===== src/rtl/router_pkt_tx.sv =====
// Packet transmitter feeding the 3-bit router input port: buffers a payload from
// the host, then sends header, payload and parity under router busy back-pressure.
module router_pkt_tx #(
  parameter int MAX_LEN    = 7,
  parameter int GAP_CYCLES = 2
) (
  input  logic       clock,
  input  logic       reset,
  input  logic       start,
  input  logic [1:0] dest,
  input  logic [2:0] len,
  input  logic [2:0] pay_data,
  input  logic       pay_valid,
  output logic       pay_ready,
  input  logic       busy,
  input  logic       err,
  output logic       pkt_valid,
  output logic [2:0] tx_data,
  output logic       tx_idle,
  output logic       done,
  output logic       cmd_err,
  output logic       err_seen
);

  localparam int              GW       = (GAP_CYCLES > 1) ? $clog2(GAP_CYCLES) : 1;
  localparam logic [GW-1:0]   GAP_LAST = GW'(GAP_CYCLES - 1);
  localparam logic [3:0]      LEN_MAX  = 4'(MAX_LEN);

  typedef enum logic [2:0] {
    S_IDLE    = 3'd0,
    S_LOAD    = 3'd1,
    S_HEADER  = 3'd2,
    S_PAYLOAD = 3'd3,
    S_PARITY  = 3'd4,
    S_GAP     = 3'd5
  } state_t;

  function automatic logic [2:0] parity_acc(input logic [2:0] acc, input logic [2:0] word);
    return acc ^ word;
  endfunction

  state_t          r_state;
  logic [1:0]      r_dest;
  logic [2:0]      r_len;
  logic [2:0]      r_wr;
  logic [2:0]      r_rd;
  logic [2:0]      r_par;
  logic [GW-1:0]   r_gap;
  logic            r_pkt_valid;
  logic [2:0]      r_tx_data;
  logic            r_tx_idle;
  logic            r_done;
  logic            r_cmd_err;
  logic            r_err_seen;
  logic [2:0]      r_buf [MAX_LEN];

  state_t          w_state_nxt;
  logic [1:0]      w_dest_nxt;
  logic [2:0]      w_len_nxt;
  logic [2:0]      w_wr_nxt;
  logic [2:0]      w_rd_nxt;
  logic [2:0]      w_par_nxt;
  logic [GW-1:0]   w_gap_nxt;
  logic            w_pkt_valid_nxt;
  logic [2:0]      w_tx_data_nxt;
  logic            w_done_nxt;
  logic            w_cmd_err_nxt;
  logic            w_err_seen_nxt;
  logic            w_buf_we;
  logic            w_cmd_ok;
  logic [2:0]      w_rd_inc;

  assign w_cmd_ok = (dest != 2'd3) && (len != 3'd0) && ({1'b0, len} <= LEN_MAX);
  assign w_rd_inc = r_rd + 3'd1;

  // Next-state and next-output logic; busy stalls every beat-carrying state.
  always_comb begin
    w_state_nxt     = r_state;
    w_dest_nxt      = r_dest;
    w_len_nxt       = r_len;
    w_wr_nxt        = r_wr;
    w_rd_nxt        = r_rd;
    w_par_nxt       = r_par;
    w_gap_nxt       = r_gap;
    w_pkt_valid_nxt = r_pkt_valid;
    w_tx_data_nxt   = r_tx_data;
    w_done_nxt      = 1'b0;
    w_cmd_err_nxt   = 1'b0;
    w_err_seen_nxt  = r_err_seen;
    w_buf_we        = 1'b0;
    case (r_state)
      S_IDLE: begin
        w_pkt_valid_nxt = 1'b0;
        w_tx_data_nxt   = 3'd0;
        if (start) begin
          if (w_cmd_ok) begin
            w_state_nxt    = S_LOAD;
            w_dest_nxt     = dest;
            w_len_nxt      = len;
            w_wr_nxt       = 3'd0;
            w_par_nxt      = {1'b0, dest};
            w_err_seen_nxt = 1'b0;
          end else begin
            w_cmd_err_nxt = 1'b1;
          end
        end else begin
          w_state_nxt = S_IDLE;
        end
      end
      S_LOAD: begin
        if (pay_valid) begin
          w_buf_we  = 1'b1;
          w_wr_nxt  = r_wr + 3'd1;
          w_par_nxt = parity_acc(r_par, pay_data);
          if (r_wr == (r_len - 3'd1)) begin
            w_state_nxt     = S_HEADER;
            w_pkt_valid_nxt = 1'b1;
            w_tx_data_nxt   = {1'b0, r_dest};
          end else begin
            w_state_nxt = S_LOAD;
          end
        end else begin
          w_state_nxt = S_LOAD;
        end
      end
      S_HEADER: begin
        if (!busy) begin
          w_state_nxt   = S_PAYLOAD;
          w_tx_data_nxt = r_buf[0];
          w_rd_nxt      = 3'd0;
        end else begin
          w_state_nxt = S_HEADER;
        end
      end
      S_PAYLOAD: begin
        if (!busy) begin
          if (r_rd == (r_len - 3'd1)) begin
            w_state_nxt     = S_PARITY;
            w_pkt_valid_nxt = 1'b0;
            w_tx_data_nxt   = r_par;
          end else begin
            w_rd_nxt      = w_rd_inc;
            w_tx_data_nxt = r_buf[w_rd_inc];
          end
        end else begin
          w_state_nxt = S_PAYLOAD;
        end
      end
      S_PARITY: begin
        if (!busy) begin
          w_state_nxt   = S_GAP;
          w_tx_data_nxt = 3'd0;
          w_gap_nxt     = '0;
        end else begin
          w_state_nxt = S_PARITY;
        end
      end
      S_GAP: begin
        if (err) begin
          w_err_seen_nxt = 1'b1;
        end else begin
          w_err_seen_nxt = r_err_seen;
        end
        if (r_gap == GAP_LAST) begin
          w_state_nxt = S_IDLE;
          w_done_nxt  = 1'b1;
        end else begin
          w_gap_nxt = r_gap + 1'b1;
        end
      end
      default: begin
        w_state_nxt     = S_IDLE;
        w_pkt_valid_nxt = 1'b0;
        w_tx_data_nxt   = 3'd0;
      end
    endcase
  end

  // State and registered outputs; reset abandons any packet in flight.
  always_ff @(posedge clock) begin
    if (reset) begin
      r_state     <= S_IDLE;
      r_dest      <= 2'd0;
      r_len       <= 3'd0;
      r_wr        <= 3'd0;
      r_rd        <= 3'd0;
      r_par       <= 3'd0;
      r_gap       <= '0;
      r_pkt_valid <= 1'b0;
      r_tx_data   <= 3'd0;
      r_tx_idle   <= 1'b1;
      r_done      <= 1'b0;
      r_cmd_err   <= 1'b0;
      r_err_seen  <= 1'b0;
    end else begin
      r_state     <= w_state_nxt;
      r_dest      <= w_dest_nxt;
      r_len       <= w_len_nxt;
      r_wr        <= w_wr_nxt;
      r_rd        <= w_rd_nxt;
      r_par       <= w_par_nxt;
      r_gap       <= w_gap_nxt;
      r_pkt_valid <= w_pkt_valid_nxt;
      r_tx_data   <= w_tx_data_nxt;
      r_tx_idle   <= (w_state_nxt == S_IDLE);
      r_done      <= w_done_nxt;
      r_cmd_err   <= w_cmd_err_nxt;
      r_err_seen  <= w_err_seen_nxt;
    end
  end

  // Payload buffer, written in arrival order during LOAD.
  always_ff @(posedge clock) begin
    if (reset) begin
      for (int i = 0; i < MAX_LEN; i++) begin
        r_buf[i] <= 3'd0;
      end
    end else if (w_buf_we) begin
      r_buf[r_wr] <= pay_data;
    end
  end

  assign pay_ready = (r_state == S_LOAD);
  assign pkt_valid = r_pkt_valid;
  assign tx_data   = r_tx_data;
  assign tx_idle   = r_tx_idle;
  assign done      = r_done;
  assign cmd_err   = r_cmd_err;
  assign err_seen  = r_err_seen;

endmodule


===== config.mk =====
export PLATFORM = sky130hd
export DESIGN_NAME = router_pkt_tx
export DESIGN_NICKNAME = d
export VERILOG_FILES = /design/src/rtl/router_pkt_tx.sv
export SDC_FILE = /design/constraint.sdc
export NUM_CORES = 1
export LEC_CHECK = 0
export CORE_MARGIN = 1
export CORE_UTILIZATION = 57
export DETAILED_ROUTE_END_ITERATION = 8
export PLACE_DENSITY = 0.79
export SYNTH_ARGS = -nofsm -noshare
export SYNTH_HDL_FRONTEND = slang
export SYNTH_SLANG_ARGS = --single-unit

===== constraint.sdc =====
create_clock -name clock -period 2.4 [get_ports clock]
set_clock_uncertainty 0.05 [all_clocks]
set_input_delay 0.36 -clock clock [delete_from_list [all_inputs] [get_ports clock]]
set_output_delay 0.36 -clock clock [all_outputs]
set_load 0.01 [all_outputs]

Yosys cells after proc, flatten, opt, wreduce, memory -nomap -nowiden. Memories as Yosys holds them, arrays and structs flattened. Index checks and enable logic that the tools add are counted.

Flip-flop bits (word level): 26. Memory bits (writable): 21. Memories: 1.

Memory list: r_buf (depth 7, bits a word 3, rd ports 2, clocked after memory_dff 0, write ports 7, RTL line 55) `logic [2:0] r_buf [MAX_LEN];`.

$add $sub $neg: 4. Equality and inequality tests: 18. Mux-type cells: 52. Bitwise operators: 5. Reductions and logical operators: 19.

Operator list (number): $mux 3 (22); $mux 1 (21); $ne 2x2->1 const B (10); $pmux 3 s2 (3); $pmux 3 s6 (1); $pmux 3 s5 (1); $reduce_and 4->1 (3); $reduce_or 3->1 (3); $reduce_bool 2->1 (4); $add 3x1->3 const B (2); $eq 3x2->1 const B (2); $eq 3x3->1 (2); $eq 3x3->1 const B (2); $logic_not 3->1 (2); $reduce_and 6->1 (1); $reduce_and 5->1 (1); $not 1->1 (4); $pmux 1 s2 (2); $eq 3x1->1 const B (1); $pmux 1 s3 (1); $reduce_and 3->1 (1); $reduce_bool 3->1 (1); $sub 3x1->3 const B (1); $xor 3x3->3 (1); other kinds (6) (6).

Logic depth before layout (Yosys ltp). Gate-level depths: netlist of the first run.

Word-level depth: 7. Gate-level depth with buffers: 8. Depth with buffers taken out: 7.

Least setup slack after synthesis of the first run. No wires, ideal clock.

Path kind: register -> register. Start: register r_rd[0]. End: register r_tx_data[1], in the netlist tx_data[1]. Setup time: 59 ps. Arrival: 2003 ps. Required time: 2291 ps. Path slack: 288 ps. Cell stages (with the launch flop): 9. Cells stage by stage: dfxtp_1 > ha_1 > buf_2 > buf_4 > mux2i_1 > mux4_2 > o32ai_1 > a21o_1 > a22o_1.

Longest elaborated chain between the ends: 5.

RTL lines: from (decl) (RTL line 46) `logic [2:0] r_rd;`; from (signal assigned) (RTL line 200) `r_rd <= w_rd_nxt;`; $add 3x1->3 (RTL line 74) `assign w_rd_inc = r_rd + 3'd1;`; $mem_v2 7x3; $mux 3 * (RTL line 137) `if (r_rd == (r_len - 3'd1)) begin`; $mux 3 * (RTL line 136) `if (!busy) begin`; $pmux 3 s5 * (RTL line 91) `case (r_state)`; to (signal assigned) (RTL line 204) `r_tx_data <= w_tx_data_nxt;`; to (decl) (RTL line 50) `logic [2:0] r_tx_data;`.

Every way passes the cells marked *; elsewhere a longest branch is shown, timed or not. The select of a mux whose other input is x is not followed. A chain may end at the register's enable or synchronous reset.

Worst setup path in the final report of the first run.
Start: register r_state[0]. End: output port pay_ready.

Longest elaborated chain between the ends: 1.

RTL lines: from (decl) (RTL line 42) `state_t r_state;`; from (signal assigned) (RTL line 196) `r_state <= w_state_nxt;`; $eq 3x1->1 (RTL line 223) `assign pay_ready = (r_state == S_LOAD);`; to (decl) (RTL line 14) `output logic pay_ready,`.

Every way passes these cells.

==> results.cfg, run 1 <==
[routing]
viasPerCell = 5.915
drt-pass1-iter-count = 4
drt_iter0_markers = 124
via_count = 2023
drt_drc_violations_left = 0
avgRoutedWirePerCell_um = 17.17
final_antenna_net_count = 0
routed_wl_mm = 5.873

[synthesis]
ys_ff_latch = 50
synth_top_area_share_pct = 24.16
ys_seq_area_share_pct = 46.40
postSynthAreaPerCell_sq_um = 10.04
synthTopCellsByArea = edfxtp_1 24%, dfxtp_1 22%, mux2i_1 6.1%
synth_cells = 260
syn-num-nets = 277
ys_warn_count = 0
syn_area_sq_um = 2610
synthDistinctLibCells = 53
synth_ff_type = dfxtp_1
synth-edff-count = 21
async_flop_share_pct = 0
yosysTopAreaCell = edfxtp_1

[sta]
worst_pin_slew_ns = 0.4585
fin_crit_ns = 2.251
setup_viol = 0
maxSlewHeadroom_pct = 69.33
drv_slew = 0
setup_slack_ns = 0.1492
hold_violations = 0
max_freq_mhz = 444.3
fin_tns_setup_ns = 0
min_period_over_period_pct = 93.79
holdWs_ns = 0.4126
rsz0062_at_grt = no

[worst_setup_path]
crit_path_max_incr_delay_ns = 0.55
r2r-end = tx_data[1]
ff2ff_setup_slack_ns = 0.16
critical_path_class = reg2out
critPathBufInv = 2
cp.required_ns = 1.99
critPathTopFamily = buffers and inverters
startpoint_type = flip-flop
worstRegToRegCells = 6
cp-end-kind = output port
critical_path.slowest_cell = clkdlybuf4s50_1
cp-startpoint = r_state[0]
crit_end = pay_ready
crit_chain = nor2b_1, nand2b_1, inv_1, clkdlybuf4s50_1
cp.depth = 4
reg2reg_from = r_rd[1]
crit_fanout = 5
arrival_ns = 1.84

[clocking]
cts_buffer_depth = 2
cts-root-buf = clkbuf_8
clk_latency_ns = 0.31
cts.repair.resized = 0
cts_buffers = 5
cts_setup_buffers = 0
cts.sinks = 50
htree_levels = 2
cts-hold-fix-buffers = 0
cts_tree = built
clkTransAtPathRegs_ns = 0.09

[final_layout]
seqCellArea_sq_um = 1211
fin_nets = 306
areaGrowthSynthToFinish_pct = 17.02
multi_input_area_sq_um = 1309
fin_util_pct = 69.66
final_cell_mix = 29 x nor2_1, 29 x dfxtp_1, 22 x nand2_1, 22 x clkdlybuf4s50_1, 21 x edfxtp_1
diodes = 0
fillers = 347
drive_above_1_share_pct = 12.76

[global_routing]
grt_pass1_vias = 1898
grt_pass1_wl_mm = 9.508
grt_overflow = 0
track_usage_pct = 25.40
grt_max_degree = 34
antenna_found_initial = 0

[status]
status = finished, final reports clean

[floorplanning]
fp.dieArea_sq_um = 4853
die_y_um = 69.67
ioPinCount = 23
start_util_pct = 59.53
rows = 24
core-area_sq_um = 4384
fp.dieW_um = 69.67

[power]
cellLeakagePower_nw = 1.145
finalPower_mw = 1.775
powerDensity_nw_per_um2 = 581.2
ir_worst_vdd_uv = 410.1

[min_path]
holdPathStages = 2
min_path_type = reg2reg

[placed_design]
routabilityCongestion = 0.8319
post-place-ws_ns = 0.1833
io_buffers = 22
hpwl_mm = 4.387

[run]
drv_cap = 0
## metrics by stage
stage                     cells  cell area [sq um]
after floorplan             260               2610
after global placement      334               2940
after detailed placement    334               2940
after CTS                   342               3054
after global routing        342               3054
final                       342               3054
## power by group
| group | internal, mW | switching, mW | total (mW) |
|---|---|---|---|
| Sequential | 0.913 | 0.0211 | 0.934 |
| Clock | 0.310 | 0.294 | 0.604 |
| Combinational | 0.107 | 0.130 | 0.237 |
## state kept, by name, indices dropped and copies added (netlist names)
signal and cells:
pkt_valid 1, r_len 3, done 1, tx_idle 1, r_par 3, r_gap 1, r_state 3, cmd_err 1
r_wr 3, r_buf 24, r_dest 2, tx_data 3, err_seen 1, r_rd 3
## final cells by class
type,instances,area share [%]
Inverter,4,0.4916
Clock buffer,5,2.253
Multi-Input combinational cell,190,42.85
Timing Repair Buffer,38,11.14
Sequential cell,50,39.66
Clock inverter,3,1.475
Tap cell,52,2.130
## cells by family after synthesis
group           count (synthesis)  synth area share, %
fa+ha+maj                       3                1.438
simple gates                  103                20.76
mux                            19                8.725
xor+xnor                       10                4.554
flops                          50                46.40
compound gates                 55                14.67
buf+inv                        20                3.451
## per-layer routing
layer	vias up	routed length [um]	part of all wire (%)	track usage [%]
met4	0	82	1.4	8.667
met2	50	2808	48	40.78
li1	997	-	-	-
met3	6	270	4.6	4.651
met1	970	2711	46	34.72
met5	-	0	0	0
## Yosys cell counts, types with 3 or more instances
master	n
ha_1	3
nand2_1	22
a22o_1	3
xor2_1	4
nand2b_1	8
dfxtp_1	29
o21ai_0	9
inv_1	4
nor2_1	29
xnor2_1	4
buf_2	3
a21o_1	7
a21oi_1	16
and3_1	7
edfxtp_1	21
nor2b_1	9
nor3_1	7
and2_1	4
mux4_2	3
mux2i_1	16
a31o_2	3
clkbuf_1	11
## tightest hold or removal path: cells and delay by family (launching register included)
family,cells,cell delay [ns]
AO/OA/AOI/OAI,1,0.05
flip-flops,1,0.32
AND/OR/NAND/NOR,1,0.05
## how the worst min path moves through the flow
stage                     startpoint        end  slack [ns]
after detailed placement   r_dest[1]  r_dest[1]        0.40
final                      r_dest[1]  r_dest[1]        0.41
after floorplan             r_len[1]   r_len[1]        0.39
after global placement     r_dest[1]  r_dest[1]        0.39
after global routing       r_dest[1]  r_dest[1]        0.43
after CTS                  r_dest[1]  r_dest[1]        0.41
(Power assumes the default switching activity.)
==> run 2: changes to the inputs <==
--- a/config.mk
+++ b/config.mk
@@ -8,7 +8,7 @@
 export CORE_MARGIN = 1
 export CORE_UTILIZATION = 57
 export DETAILED_ROUTE_END_ITERATION = 8
-export PLACE_DENSITY = 0.79
+export PLACE_DENSITY = 0.88
 export SYNTH_ARGS = -nofsm -noshare
 export SYNTH_HDL_FRONTEND = slang
 export SYNTH_SLANG_ARGS = --single-unit
==> results.cfg, run 2 (same netlist as run 1, synthesis figures left out) <==
[min_path]
hold_end = r_len[1]
min_path_type = reg2reg
holdPathStages = 2
min_from = r_len[1]

[floorplanning]
start_util_pct = 59.53
core-area_sq_um = 4384
ioPinCount = 23
fp.dieW_um = 69.67
fp.dieArea_sq_um = 4853
die_y_um = 69.67
rows = 24

[sta]
setup_viol = 0
drv_slew = 0
maxSlewHeadroom_pct = 67.60
hold_violations = 0
worst_pin_slew_ns = 0.4844
fin_crit_ns = 2.283
max_freq_mhz = 438.0
holdWs_ns = 0.4260
min_period_over_period_pct = 95.12
fin_tns_setup_ns = 0
rsz0062_at_grt = no

[final_layout]
fillers = 326
largest_register_ffs = 24
drive_above_1_share_pct = 12.41
fin_nets = 306
final_cell_mix = 29 x nor2_1, 29 x dfxtp_1, 22 x nand2_1, 22 x clkdlybuf4s50_1, 21 x edfxtp_1
areaGrowthSynthToFinish_pct = 16.73
diodes = 0
regMostFlops = r_buf
seqCellArea_sq_um = 1211
multi_input_area_sq_um = 1309

[worst_setup_path]
critical_path_class = reg2out
crit_fanout = 9
worstRegToRegCells = 6
ff2ff_setup_slack_ns = 0.16
reg2reg_from = r_rd[1]
r2r-end = tx_data[0]
cp.required_ns = 1.99
arrival_ns = 1.87
crit_path_max_incr_delay_ns = 0.57
cp-end-kind = output port
startpoint_type = flip-flop
critical_path.slowest_cell = clkdlybuf4s50_1
crit_chain = nor2b_1, nand2b_1, inv_2, clkdlybuf4s50_1

[power]
p_sw_mw = 0.4164
combPwrFrac_pct = 13.6
switching_share_pct = 23.91
powerDensity_nw_per_um2 = 571.7
internal-power_mw = 1.325
ir_worst_vdd_uv = 418.9
cellLeakagePower_nw = 1.145
finalPower_mw = 1.742
pwr-share-clk_pct = 32.9
p_seq_share_pct = 53.4

[clocking]
clkTransAtPathRegs_ns = 0.08
cts.repair.resized = 0
htree_levels = 2
cts_tree = built
cts-hold-fix-buffers = 0
clk_latency_ns = 0.30
cts_setup_buffers = 0
cts.sinks = 50
cts-root-buf = clkbuf_8
cts_buffers = 5
cts_buffer_depth = 2

[placed_design]
routabilityCongestion = 0.9199
io_buffers = 22
hpwl_mm = 4.504

[global_routing]
antenna_found_initial = 0
track_usage_pct = 26.38
grt_pass1_vias = 2034
grt_overflow = 0
grt_pass1_wl_mm = 9.770
grt_max_degree = 27

[status]
status = finished, final reports clean

[run]
drv_cap = 0

[routing]
via_count = 2077
drt_iter0_markers = 79
avgRoutedWirePerCell_um = 17.43
routed_wl_mm = 5.961
final_antenna_net_count = 0
viasPerCell = 6.073
drt-pass1-iter-count = 4
drt_drc_violations_left = 0
-- run 2: cell count changes in the layout (fill, tap and decap cells not counted) --
cell	change
clkinvlp_4	-2
clkbuf_1	+1
clkinv_1	+1
inv_1	-1
inv_2	+1
-- run 2: metal layers --
layer  vias up  track usage (%)  wire, um
met2        59            44.88      2989
met1      1015            33.11      2542
met4         0            10.00       122
met5         -                0         0
met3        10            5.378       307
li1        993                -         -
-- run 2: how the worst max path moves through the flow --
stage	from	slack, ns	depth (start not counted)	endpoint
2_1_floorplan	r_rd[0]	0.29	8	tx_data[1]
3_3_place_gp	start	0.22	6	tx_idle
3_5_place_dp	r_rd[1]	0.15	6	tx_data[0]
4_1_cts	r_state[1]	0.03	4	pay_ready
5_1_grt	r_state[1]	0.006	4	pay_ready
6_report	r_state[1]	0.12	4	pay_ready
-- run 2: through the flow --
stage	cells	setup WS [ns]	utilization, %	instance area [sq um]
3_5_place_dp	334	0.1516	67.07	2940
6_report	342	0.1171	69.49	3047
5_1_grt	342	0.006053	69.49	3047
3_3_place_gp	334	0.2236	67.07	2940
4_1_cts	342	0.02542	69.49	3047
2_1_floorplan	260	0.2880	-	2610
-- run 2: cell type report --
cell class / count / area share, %
Clock inverter: 2 / 1.109
Timing Repair Buffer: 38 / 11.17
Inverter: 4 / 0.4928
Multi-Input combinational cell: 190 / 42.96
Clock buffer: 6 / 2.382
Sequential cell: 50 / 39.75
Tap cell: 52 / 2.136
-- run 2: power groups by stage --
| stage | sequential [mW] | combinational [mW] | clock (mW) |
|---|---|---|---|
| floorplan | 0.945 | 0.143 | 0 |
| global placement | 0.949 | 0.226 | 0 |
| detailed placement | 0.950 | 0.232 | 0 |
| CTS | 0.930 | 0.235 | 0.587 |
| global route | 0.933 | 0.255 | 0.618 |
| finish | 0.931 | 0.237 | 0.574 |
-- run 2: critical path, delay by kind of cell (launching register included) --
kind	cells	cell delay [ns]
buffers and inverters	2	0.75
AND/OR/NAND/NOR	2	0.44
flip-flops	1	0.38
